$ cat src/rtl/crc_ctrl_pkg.sv
// Shared types and constants for the CRC-16/CCITT frame controller.
// Holds the FSM state encoding and the CRC init/polynomial/residue values.
package crc_ctrl_pkg;

    localparam logic [15:0] CRC_INIT    = 16'hFFFF;
    localparam logic [15:0] CRC_POLY    = 16'h1021;
    localparam logic [15:0] CRC_RESIDUE = 16'h0000;

    typedef enum logic [2:0] {
        ST_IDLE,
        ST_SHIFT,
        ST_EMIT,
        ST_CRC_HI,
        ST_CRC_LO,
        ST_VERDICT,
        ST_INIT
    } state_t;

    // Bit of a byte consumed on a given shift step, honouring bit order.
    function automatic logic bit_sel(
        input logic [7:0] b,
        input logic [2:0] idx,
        input logic       msb_first
    );
        logic [2:0] w_pos;
        w_pos = msb_first ? (3'd7 - idx) : idx;
        return b[w_pos];
    endfunction

endpackage

$ cat src/rtl/crc16_serial_engine.sv
// Bit-serial CRC-16/CCITT LFSR, one bit per enabled cycle, non-reflected.
// Ports: clk, reset (sync, high), enable, init, data_in, crc_out[15:0].
module crc16_serial_engine
    import crc_ctrl_pkg::*;
(
    input  logic        clk,
    input  logic        reset,
    input  logic        enable,
    input  logic        init,
    input  logic        data_in,
    output logic [15:0] crc_out
);

    logic [15:0] r_lfsr;
    logic        w_fb;

    assign w_fb = data_in ^ r_lfsr[15];

    always_ff @(posedge clk) begin
        if (reset || init) begin
            r_lfsr <= CRC_INIT;
        end else if (enable) begin
            r_lfsr <= {r_lfsr[14:0], 1'b0} ^ (w_fb ? CRC_POLY : 16'h0000);
        end
    end

    assign crc_out = r_lfsr;

endmodule

$ cat src/rtl/crc_frame_ctrl.sv
// Byte-stream CRC frame controller: appends (generate) or verifies (check)
// a trailing CRC-16/CCITT. Ports: clk, reset, mode, in_* / out_* byte
// streams, crc_ok/crc_err verdict pulses, busy, crc_value (LFSR contents).
module crc_frame_ctrl
    import crc_ctrl_pkg::*;
#(
    parameter int MSB_FIRST = 1
) (
    input  logic        clk,
    input  logic        reset,
    input  logic        mode,
    input  logic        in_valid,
    output logic        in_ready,
    input  logic [7:0]  in_data,
    input  logic        in_last,
    output logic        out_valid,
    input  logic        out_ready,
    output logic [7:0]  out_data,
    output logic        out_last,
    output logic        crc_ok,
    output logic        crc_err,
    output logic        busy,
    output logic [15:0] crc_value
);

    state_t      r_state;
    state_t      w_next;
    logic [7:0]  r_byte;
    logic        r_last;
    logic        r_mode;
    logic        r_first;
    logic [2:0]  r_cnt;

    logic        w_accept;
    logic        w_en;
    logic        w_init;
    logic        w_bit;
    logic [15:0] w_crc;
    logic        w_in_ready;
    logic        w_out_valid;
    logic [7:0]  w_out_data;
    logic        w_out_last;
    logic        w_ok;
    logic        w_err;

    localparam logic LP_MSB = (MSB_FIRST != 0);

    assign w_accept = in_valid && w_in_ready;
    assign w_bit    = bit_sel(r_byte, r_cnt, LP_MSB);

    crc16_serial_engine u_engine (
        .clk     (clk),
        .reset   (reset),
        .enable  (w_en),
        .init    (w_init),
        .data_in (w_bit),
        .crc_out (w_crc)
    );

    always_ff @(posedge clk) begin
        if (reset) begin
            r_state <= ST_IDLE;
        end else begin
            r_state <= w_next;
        end
    end

    // r_first marks that the next accepted byte opens a new frame,
    // which is the only point where mode is captured.
    always_ff @(posedge clk) begin
        if (reset) begin
            r_byte  <= 8'h00;
            r_last  <= 1'b0;
            r_mode  <= 1'b0;
            r_first <= 1'b1;
            r_cnt   <= 3'd0;
        end else begin
            if (w_accept) begin
                r_byte  <= in_data;
                r_last  <= in_last;
                r_first <= in_last;
                if (r_first) begin
                    r_mode <= mode;
                end
            end
            if (w_en) begin
                r_cnt <= r_cnt + 3'd1;
            end
        end
    end

    always_comb begin
        w_next      = r_state;
        w_in_ready  = 1'b0;
        w_out_valid = 1'b0;
        w_out_data  = r_byte;
        w_out_last  = 1'b0;
        w_en        = 1'b0;
        w_init      = 1'b0;
        w_ok        = 1'b0;
        w_err       = 1'b0;
        unique case (r_state)
            ST_IDLE: begin
                w_in_ready = 1'b1;
                if (in_valid) begin
                    w_next = ST_SHIFT;
                end
            end
            ST_SHIFT: begin
                w_en = 1'b1;
                if (r_cnt == 3'd7) begin
                    w_next = ST_EMIT;
                end
            end
            ST_EMIT: begin
                w_out_valid = 1'b1;
                w_out_last  = r_last && r_mode;
                if (out_ready) begin
                    if (!r_last) begin
                        w_next = ST_IDLE;
                    end else if (r_mode) begin
                        w_next = ST_VERDICT;
                    end else begin
                        w_next = ST_CRC_HI;
                    end
                end
            end
            ST_CRC_HI: begin
                w_out_valid = 1'b1;
                w_out_data  = w_crc[15:8];
                if (out_ready) begin
                    w_next = ST_CRC_LO;
                end
            end
            ST_CRC_LO: begin
                w_out_valid = 1'b1;
                w_out_data  = w_crc[7:0];
                w_out_last  = 1'b1;
                if (out_ready) begin
                    w_next = ST_INIT;
                end
            end
            ST_VERDICT: begin
                w_ok   = (w_crc == CRC_RESIDUE);
                w_err  = (w_crc != CRC_RESIDUE);
                w_next = ST_INIT;
            end
            ST_INIT: begin
                w_init = 1'b1;
                w_next = ST_IDLE;
            end
            default: begin
                w_next = ST_IDLE;
            end
        endcase
    end

    assign in_ready  = w_in_ready;
    assign out_valid = w_out_valid;
    assign out_data  = w_out_data;
    assign out_last  = w_out_last;
    assign crc_ok    = w_ok;
    assign crc_err   = w_err;
    assign busy      = (r_state != ST_IDLE);
    assign crc_value = w_crc;

endmodule

$ cat config.mk
export PLATFORM = sky130hd
export DESIGN_NAME = crc_frame_ctrl
export DESIGN_NICKNAME = d
export VERILOG_FILES = /design/src/rtl/crc_ctrl_pkg.sv /design/src/rtl/crc16_serial_engine.sv /design/src/rtl/crc_frame_ctrl.sv
export SDC_FILE = /design/constraint.sdc
export NUM_CORES = 1
export LEC_CHECK = 0
export CORE_MARGIN = 4
export CORE_UTILIZATION = 45
export CTS_CLUSTER_SIZE = 25
export DETAILED_ROUTE_END_ITERATION = 12
export PLACE_DENSITY = 0.74
export SLEW_MARGIN = 20
export SYNTH_ARGS = -nofsm -noshare
export SYNTH_HDL_FRONTEND = slang
export SYNTH_SLANG_ARGS = --single-unit
$ cat constraint.sdc
create_clock -name clk -period 2.2 [get_ports clk]
set_input_delay 0.33 -clock clk [delete_from_list [all_inputs] [get_ports clk]]
set_output_delay 0.33 -clock clk [all_outputs]
set_load 0.02 [all_outputs]
==> results.md, run 1 <==
Hold path
- **class of the tightest hold or removal check** flip-flop to flip-flop

Timing
- **measured slew at the worst slew-check pin** 660 ps
- **Relative slew margins** 56.0%
- **maximum clock rate** 492 MHz
- **# setup viols final** 0
- **TNS Setup** 0 ps
- **Min Clock Period, post-route** 2030 ps
- **unrepaired setup endpoints after global routing** no
- **Tcrit/Tclk final** 92.4%
- **max-slew violation count** 0
- **final hold violation count** 0
- **clock skew after layout** 9.57 ps
- **slack of the critical path** 168 ps

Die
- **die height** 70.8 um
- **core area** 3740 sq um
- **count of pins on the block boundary** 44
- **area of the die** 5010 sq um
- **Starting Density** 47.4%
- **standard-cell rows** 22
- **die boundary width** 70.8 um

Yosys
- **number of warning messages in the yosys log** 0
- **Synth top cells by count** nand2_1 (67), dfxtp_1 (33), a21oi_1 (16), a22o_1 (16), nand3_1 (16)
- **dominant combinational cell family by area after synthesis** simple AND/OR/NAND/NOR gates
- **compound-cell area share of the yosys netlist** 18.3%
- **Yosys top cell area share** 37.3%
- **mux share of post-synthesis cell area** 4.94%
- **Post-Synth XOR/XNOR Area** 2.96%
- **synthesis-stage register bit count** 33
- **total nets after synthesis** 246
- **portion of the post-synthesis area used by sequential elements** 37.3%
- **number of enable-type register cells in the synthesized netlist** 0
- **Avg Inst Size Synth** 7.71 sq um
- **fraction of the mapped netlist area in adder cells** 1.41%
- **leading cell type by number of instances after synthesis** nand2_1
- **biggest area consumer among synthesized cells** dfxtp_1
- **number of distinct library cells after synthesis** 32
- **gate count of the mapped netlist** 230
- **fraction of registers with async set or reset after synthesis** 0%
- **simple-gate area share of the yosys netlist** 30.6%
- **synth top area cells** dfxtp_1 (37%), nand2_1 (14%), a22o_1 (7.9%)
- **Post-Syn Area** 1770 sq um
- **flip-flop cell with the highest count after synthesis** dfxtp_1

Clocking
- **maximum level of the CTS H-tree** 2
- **Clock Pin Slew Worst Setup and Hold Paths** 60 ps
- **maximum buffer depth of the clock tree** 2
- **Clk Latency, worst-skew pair** 290 ps
- **TritonCTS clock tree** yes
- **Sinks on Clock Net** 33
- **cts bufs inserted** 5
- **Root Driver** clkbuf_8

Routing
- **Vias per Instance** 5.46
- **remaining number of nets flagged by the antenna check after routing** 0
- **iteration count of the initial detailed-routing pass** 4
- **via count** 1806
- **number of DRC violations after detailed-routing iteration 0** 106
- **post-route DRC violation count** 0
- **average routed wire per standard cell** 14.8 um
- **wire length after detailed routing** 4.91 mm

Setup path
- **critical path buffer and inverter count** 2
- **class of the most critical setup path** flip-flop to output port
- **Worst EP required** 1870 ps
- **logic depth of the worst register-to-register path** 5
- **Critical Path Max Stage Delay** 550 ps
- **data arrival time of the critical path** 1700 ps
- **critical path startpoint** r_state[1]$_SDFFE_PP0P_
- **kind of start point of the critical path** flip-flop
- **cell family contributing the most delay on the critical path** buffers and inverters
- **element type at the critical path end** output port
- **stages on the worst setup path** 3
- **chain of cells forming the critical path** buf_4, or3_1, clkdlybuf4s50_1
- **largest driver fanout on the critical path** 13
- **worst reg2reg path endpoint** u_engine.crc_out[5]$_SDFFE_PP1N_
- **slowest cell on the critical path** clkdlybuf4s50_1
- **reg2reg start** r_cnt[0]$_SDFFE_PP0N_
- **Critical Path Sink** busy
- **flop-to-flop setup slack** 440 ps

Final layout
- **antenna cell count** 0
- **fraction of final layout cells with drive strength greater than 1** 10.2%
- **number of nets in the layout** 300
- **final std cell area, no fill** 2410 sq um
- **final core utilization** 64.3%
- **signed area change from the synthesized netlist to the final layout** 35.9%
- **filler cell count in the final layout** 340

GRT
- **global-route usage over all layers** 20.9%
- **number of global-route vias before repair** 1744
- **initial antenna violation count** 0
- **largest net degree at the start of global routing** 20
- **sum of overflow across all layers after global routing** 0
- **wire length of the first global-routing pass** 8.40 mm

Run status
- **outcome** finished, final reports clean

Placement
- **Port Buf Inserts** 43
- **Placement Setup Slack** 226 ps
- **placed standard-cell area** 2340 sq um
- **Final Wtd Congestion** 0.842
- **placed wire-length estimate after detailed placement** 3.60 mm

Power
- **leakage power total** 0.00111 uW
- **worst-case vdd ir drop** 0.443 mV
- **total power density per cell area** 846 nW/um^2
- **overall power of the completed layout** 2040 uW

Run
- **max-cap violations** 0

-- kinds of logic after synthesis --
| family | Yosys count |
|---|---|
| and+or+nand+nor | 119 |
| AOI/OAI and AO/OA | 47 |
| DFF | 33 |
| buffers and inverters | 18 |
| xor gates and xnor gates | 6 |
| muxes | 5 |
| adders and majority gates | 2 |
-- layout by cell type, fill, tap and decap left out, drive strengths merged, types with 4 or more instances in the layout --
| cell | Yosys | final |
|---|---|---|
| buf | 7 | 20 |
| nor4 | 4 | 4 |
| a21oi | 16 | 16 |
| a22oi | 8 | 8 |
| nand2 | 67 | 67 |
| nand3b | 9 | 9 |
| clkdlybuf4s50 | 0 | 31 |
| a22o | 16 | 16 |
| clkbuf | 9 | 5 |
| xnor2 | 6 | 6 |
| nor2 | 12 | 12 |
| nand3 | 16 | 16 |
| dfxtp | 33 | 33 |
| dlygate4sd2 | 0 | 10 |
-- through the flow --
| step | hold slack, ps | cells |
|---|---|---|
| after global placement | 475 | 325 |
| final | 492 | 331 |
| after global routing | 534 | 331 |
| after CTS | 495 | 331 |
| after detailed placement | 486 | 325 |
| after floorplan | 447 | 230 |
-- sequential cells by signal, indices dropped and copies added (netlist names) --
| register | cells |
|---|---|
| r_first | 1 |
| r_mode | 1 |
| r_last | 1 |
| r_cnt | 3 |
| r_state | 3 |
| u_engine.crc_out | 16 |
| r_byte | 8 |
-- worst min-delay path by stage --
stage	start	end	cells past startpoint
after floorplan	in_last	r_first$_SDFFE_PP1P_	2
after global placement	r_first$_SDFFE_PP1P_	r_mode$_SDFFE_PP0P_	2
after detailed placement	r_mode$_SDFFE_PP0P_	r_mode$_SDFFE_PP0P_	2
after CTS	r_mode$_SDFFE_PP0P_	r_mode$_SDFFE_PP0P_	2
after global routing	r_mode$_SDFFE_PP0P_	r_mode$_SDFFE_PP0P_	2
final	r_mode$_SDFFE_PP0P_	r_mode$_SDFFE_PP0P_	2
-- per-layer routing --
| layer | track usage (%) | routed length, um | vias to the layer above |
|---|---|---|---|
| met4 | 8.98 | 76 | 0 |
| met2 | 31.8 | 2160 | 65 |
| li1 | - | - | 911 |
| met1 | 28.4 | 2300 | 823 |
| met3 | 4.55 | 374 | 7 |
| met5 | 0 | 0 | - |
-- where the power goes --
group	leakage, uW	switching [uW]	total, uW	internal, uW
Combinational	0.000801	441	843	402
Sequential	0.000272	95.2	778	683
Clock	0.0000399	210	418	208
Total	0.00111	746	2040	1290
-- worst register-to-register path, delay by kind of cell (launching register included) --
family,cells,cell delay (ps)
simple gates,1,60
flops,1,430
xor+xnor,1,170
compound gates,1,130
mux,2,920
-- layout make-up --
class / count / area [sq um] / area share [%]
clock buffers: 5 / 68.8 / 2.86
clock inverters: 1 / 5.00 / 0.208
inverters: 2 / 7.51 / 0.312
multi-input cells: 179 / 1030 / 42.9
flip-flops and latches: 33 / 662 / 27.5
well taps: 48 / 60.1 / 2.49
repair buffers: 63 / 573 / 23.8
-- repair_timing --
item	4_1_cts	5_1_grt
setup buffers	0	0
resized for setup	11	2
endpoints found under the setup margin	11	2
hold buffers	0	0
endpoints found under the hold margin	0	0
No activity file was read; power rests on OpenSTA's default activity.
==> run 2, diff against run 1 <==
--- a/config.mk
+++ b/config.mk
@@ -9,6 +9,7 @@
 export CORE_UTILIZATION = 45
 export CTS_CLUSTER_SIZE = 25
 export DETAILED_ROUTE_END_ITERATION = 12
+export HOLD_SLACK_MARGIN = 0.15
 export PLACE_DENSITY = 0.74
 export SLEW_MARGIN = 20
 export SYNTH_ARGS = -nofsm -noshare
==> results of run 2 <==
The final DEF is identical to that of run 1; final timing and power are the same.
==> run 3, diff against run 2 <==
--- a/config.mk
+++ b/config.mk
@@ -6,11 +6,11 @@
 export NUM_CORES = 1
 export LEC_CHECK = 0
 export CORE_MARGIN = 4
-export CORE_UTILIZATION = 45
+export CORE_UTILIZATION = 49
 export CTS_CLUSTER_SIZE = 25
 export DETAILED_ROUTE_END_ITERATION = 12
 export HOLD_SLACK_MARGIN = 0.15
-export PLACE_DENSITY = 0.74
+export PLACE_DENSITY = 0.8
 export SLEW_MARGIN = 20
 export SYNTH_ARGS = -nofsm -noshare
 export SYNTH_HDL_FRONTEND = slang
==> results.md, run 3 (same netlist as run 1, synthesis figures left out) <==
Run status
- **outcome** finished, final reports clean, unchanged

Die
- **die boundary width** 68.2 um, was 70.8 um
- **core area** 3420 sq um, was 3740 sq um
- **Starting Density** 51.9%, was 47.4%
- **die height** 68.2 um, was 70.8 um
- **area of the die** 4640 sq um, was 5010 sq um
- **standard-cell rows** 21, was 22
- **count of pins on the block boundary** 44, unchanged

Timing
- **Tcrit/Tclk final** 97.7%, was 92.4%
- **maximum clock rate** 465 MHz, was 492 MHz
- **Relative slew margins** 55.3%, was 56.0%
- **# setup viols final** 0, unchanged
- **Min Clock Period, post-route** 2150 ps, was 2030 ps
- **clock skew after layout** 5.71 ps, was 9.57 ps
- **TNS Setup** 0 ps, unchanged
- **unrepaired setup endpoints after global routing** no, unchanged
- **max-slew violation count** 0, unchanged
- **final hold violation count** 0, unchanged
- **measured slew at the worst slew-check pin** 671 ps, was 660 ps

Routing
- **iteration count of the initial detailed-routing pass** 5, was 4
- **average routed wire per standard cell** 15.2 um, was 14.8 um
- **number of DRC violations after detailed-routing iteration 0** 135, was 106
- **post-route DRC violation count** 0, unchanged
- **wire length after detailed routing** 5.00 mm, was 4.91 mm
- **remaining number of nets flagged by the antenna check after routing** 0, unchanged
- **via count** 1857, was 1806
- **Vias per Instance** 5.66, was 5.46

Final layout
- **fraction of final layout cells with drive strength greater than 1** 10.6%, was 10.2%
- **commonest non-fill, non-tap cells in the layout** nand2_1 (67), dfxtp_1 (32), clkdlybuf4s50_1 (31), unchanged
- **Largest register FFs** 16, unchanged
- **filler cell count in the final layout** 290, was 340
- **most common library cell in the layout ignoring fill and taps** nand2_1, unchanged
- **final core utilization** 70.3%, was 64.3%
- **number of nets in the layout** 298, was 300
- **signed area change from the synthesized netlist to the final layout** 35.4%, was 35.9%
- **antenna cell count** 0, unchanged

Placement
- **Port Buf Inserts** 43, unchanged
- **placed wire-length estimate after detailed placement** 3.57 mm, was 3.60 mm
- **Final Wtd Congestion** 0.853, was 0.842

Clocking
- **TritonCTS clock tree** yes, unchanged
- **Clk Latency, worst-skew pair** 350 ps, was 290 ps
- **hold buffer count at cts** 0, unchanged
- **Sinks on Clock Net** 33, unchanged
- **maximum level of the CTS H-tree** 2, unchanged
- **cts bufs inserted** 5, unchanged
- **maximum buffer depth of the clock tree** 2, unchanged
- **Root Driver** clkbuf_4, was clkbuf_8
- **number of buffers inserted by post-CTS setup repair** 0, unchanged
- **Clock Pin Slew Worst Setup and Hold Paths** 90 ps, was 60 ps

Hold path
- **class of the tightest hold or removal check** flip-flop to flip-flop, unchanged
- **worst hold path startpoint** r_first$_SDFFE_PP1P_, was r_mode$_SDFFE_PP0P_

GRT
- **number of global-route vias before repair** 1627, was 1744
- **initial antenna violation count** 0, unchanged
- **sum of overflow across all layers after global routing** 0, unchanged
- **wire length of the first global-routing pass** 8.19 mm, was 8.40 mm
- **largest net degree at the start of global routing** 35, was 20
- **global-route usage over all layers** 24.0%, was 20.9%

Setup path
- **kind of start point of the critical path** flip-flop, unchanged
- **data arrival time of the critical path** 1820 ps, was 1700 ps
- **reg2reg start** r_cnt[0]$_SDFFE_PP0N_, unchanged
- **chain of cells forming the critical path** buf_12, or3_1, clkdlybuf4s50_1, was buf_4, or3_1, clkdlybuf4s50_1
- **element type at the critical path end** output port, unchanged
- **Critical Path Max Stage Delay** 550 ps, about the same
- **slowest cell on the critical path** clkdlybuf4s50_1, unchanged
- **class of the most critical setup path** flip-flop to output port, unchanged
- **critical path startpoint** r_state[2]$_SDFFE_PP0P_, was r_state[1]$_SDFFE_PP0P_
- **Worst EP required** 1870 ps, about the same
- **largest driver fanout on the critical path** 34, was 13

Power
- **total power density per cell area** 823 nW/um^2, was 846 nW/um^2
- **worst-case vdd ir drop** 0.522 mV, was 0.443 mV
- **leakage power total** 0.00107 uW, was 0.00111 uW

Run
- **max-cap violations** 0, unchanged

## run 3: cell type report
type | count | area, sq um | share of cell area [%]
multi-input combinational | 179 | 1050 | 43.8
inverter | 2 | 7.51 | 0.313
sequential | 33 | 664 | 27.7
timing repair buffer | 61 | 566 | 23.6
clock buffer | 7 | 55.1 | 2.29
tap | 46 | 57.6 | 2.40
## run 3: per-stage QoR
| step | std cells | hold WS, ps | setup slack (ps) | total power [uW] | cell area [sq um] |
|---|---|---|---|---|---|
| after CTS | 328 | 487 | 42.0 | 1980 | 2390 |
| after detailed placement | 321 | 472 | 185 | 1640 | 2340 |
| after global routing | 328 | 521 | 1.83 | 2100 | 2400 |
| final | 328 | 490 | 49.9 | 1980 | 2400 |
| after global placement | 321 | 471 | 151 | 1620 | 2340 |
| after floorplan | 230 | 447 | 457 | 1280 | 1770 |
## run 3: final timing paths
path / depth (start not counted) / end / slack (ps)
worst max-delay path: 3 / busy / 50
worst min-delay path: 2 / r_mode$_SDFFE_PP0P_ / 490
worst max register to register: 5 / u_engine.crc_out[12]$_SDFFE_PP1N_ / 480
worst min register to register: 2 / r_mode$_SDFFE_PP0P_ / 490
## run 3: worst max-delay path: cells and delay by family, from the launching register on
kind	cells	cell delay (ps)
buf+inv	2	720
flops	1	350
simple gates	1	390
## run 3: layer usage
layer	track usage (%)	vias to the layer above	part of all wire, %
li1	-	911	-
met1	33.0	863	44
met2	36.5	76	47
met3	6.24	7	7.7
met4	7.69	0	1.0
met5	0	-	0
## run 3: timing repair
action | in CTS | in global routing
setup endpoints to repair | 12 | 3
endpoints found under the hold margin | 0 | 0
resized for setup | 15 | 4
## run 3: report_power, final
part	internal, uW	total [uW]	leakage [uW]	switching [uW]
Combinational	397	836	0.000770	439
Clock	151	355	0.0000314	204
Sequential	683	786	0.000272	103
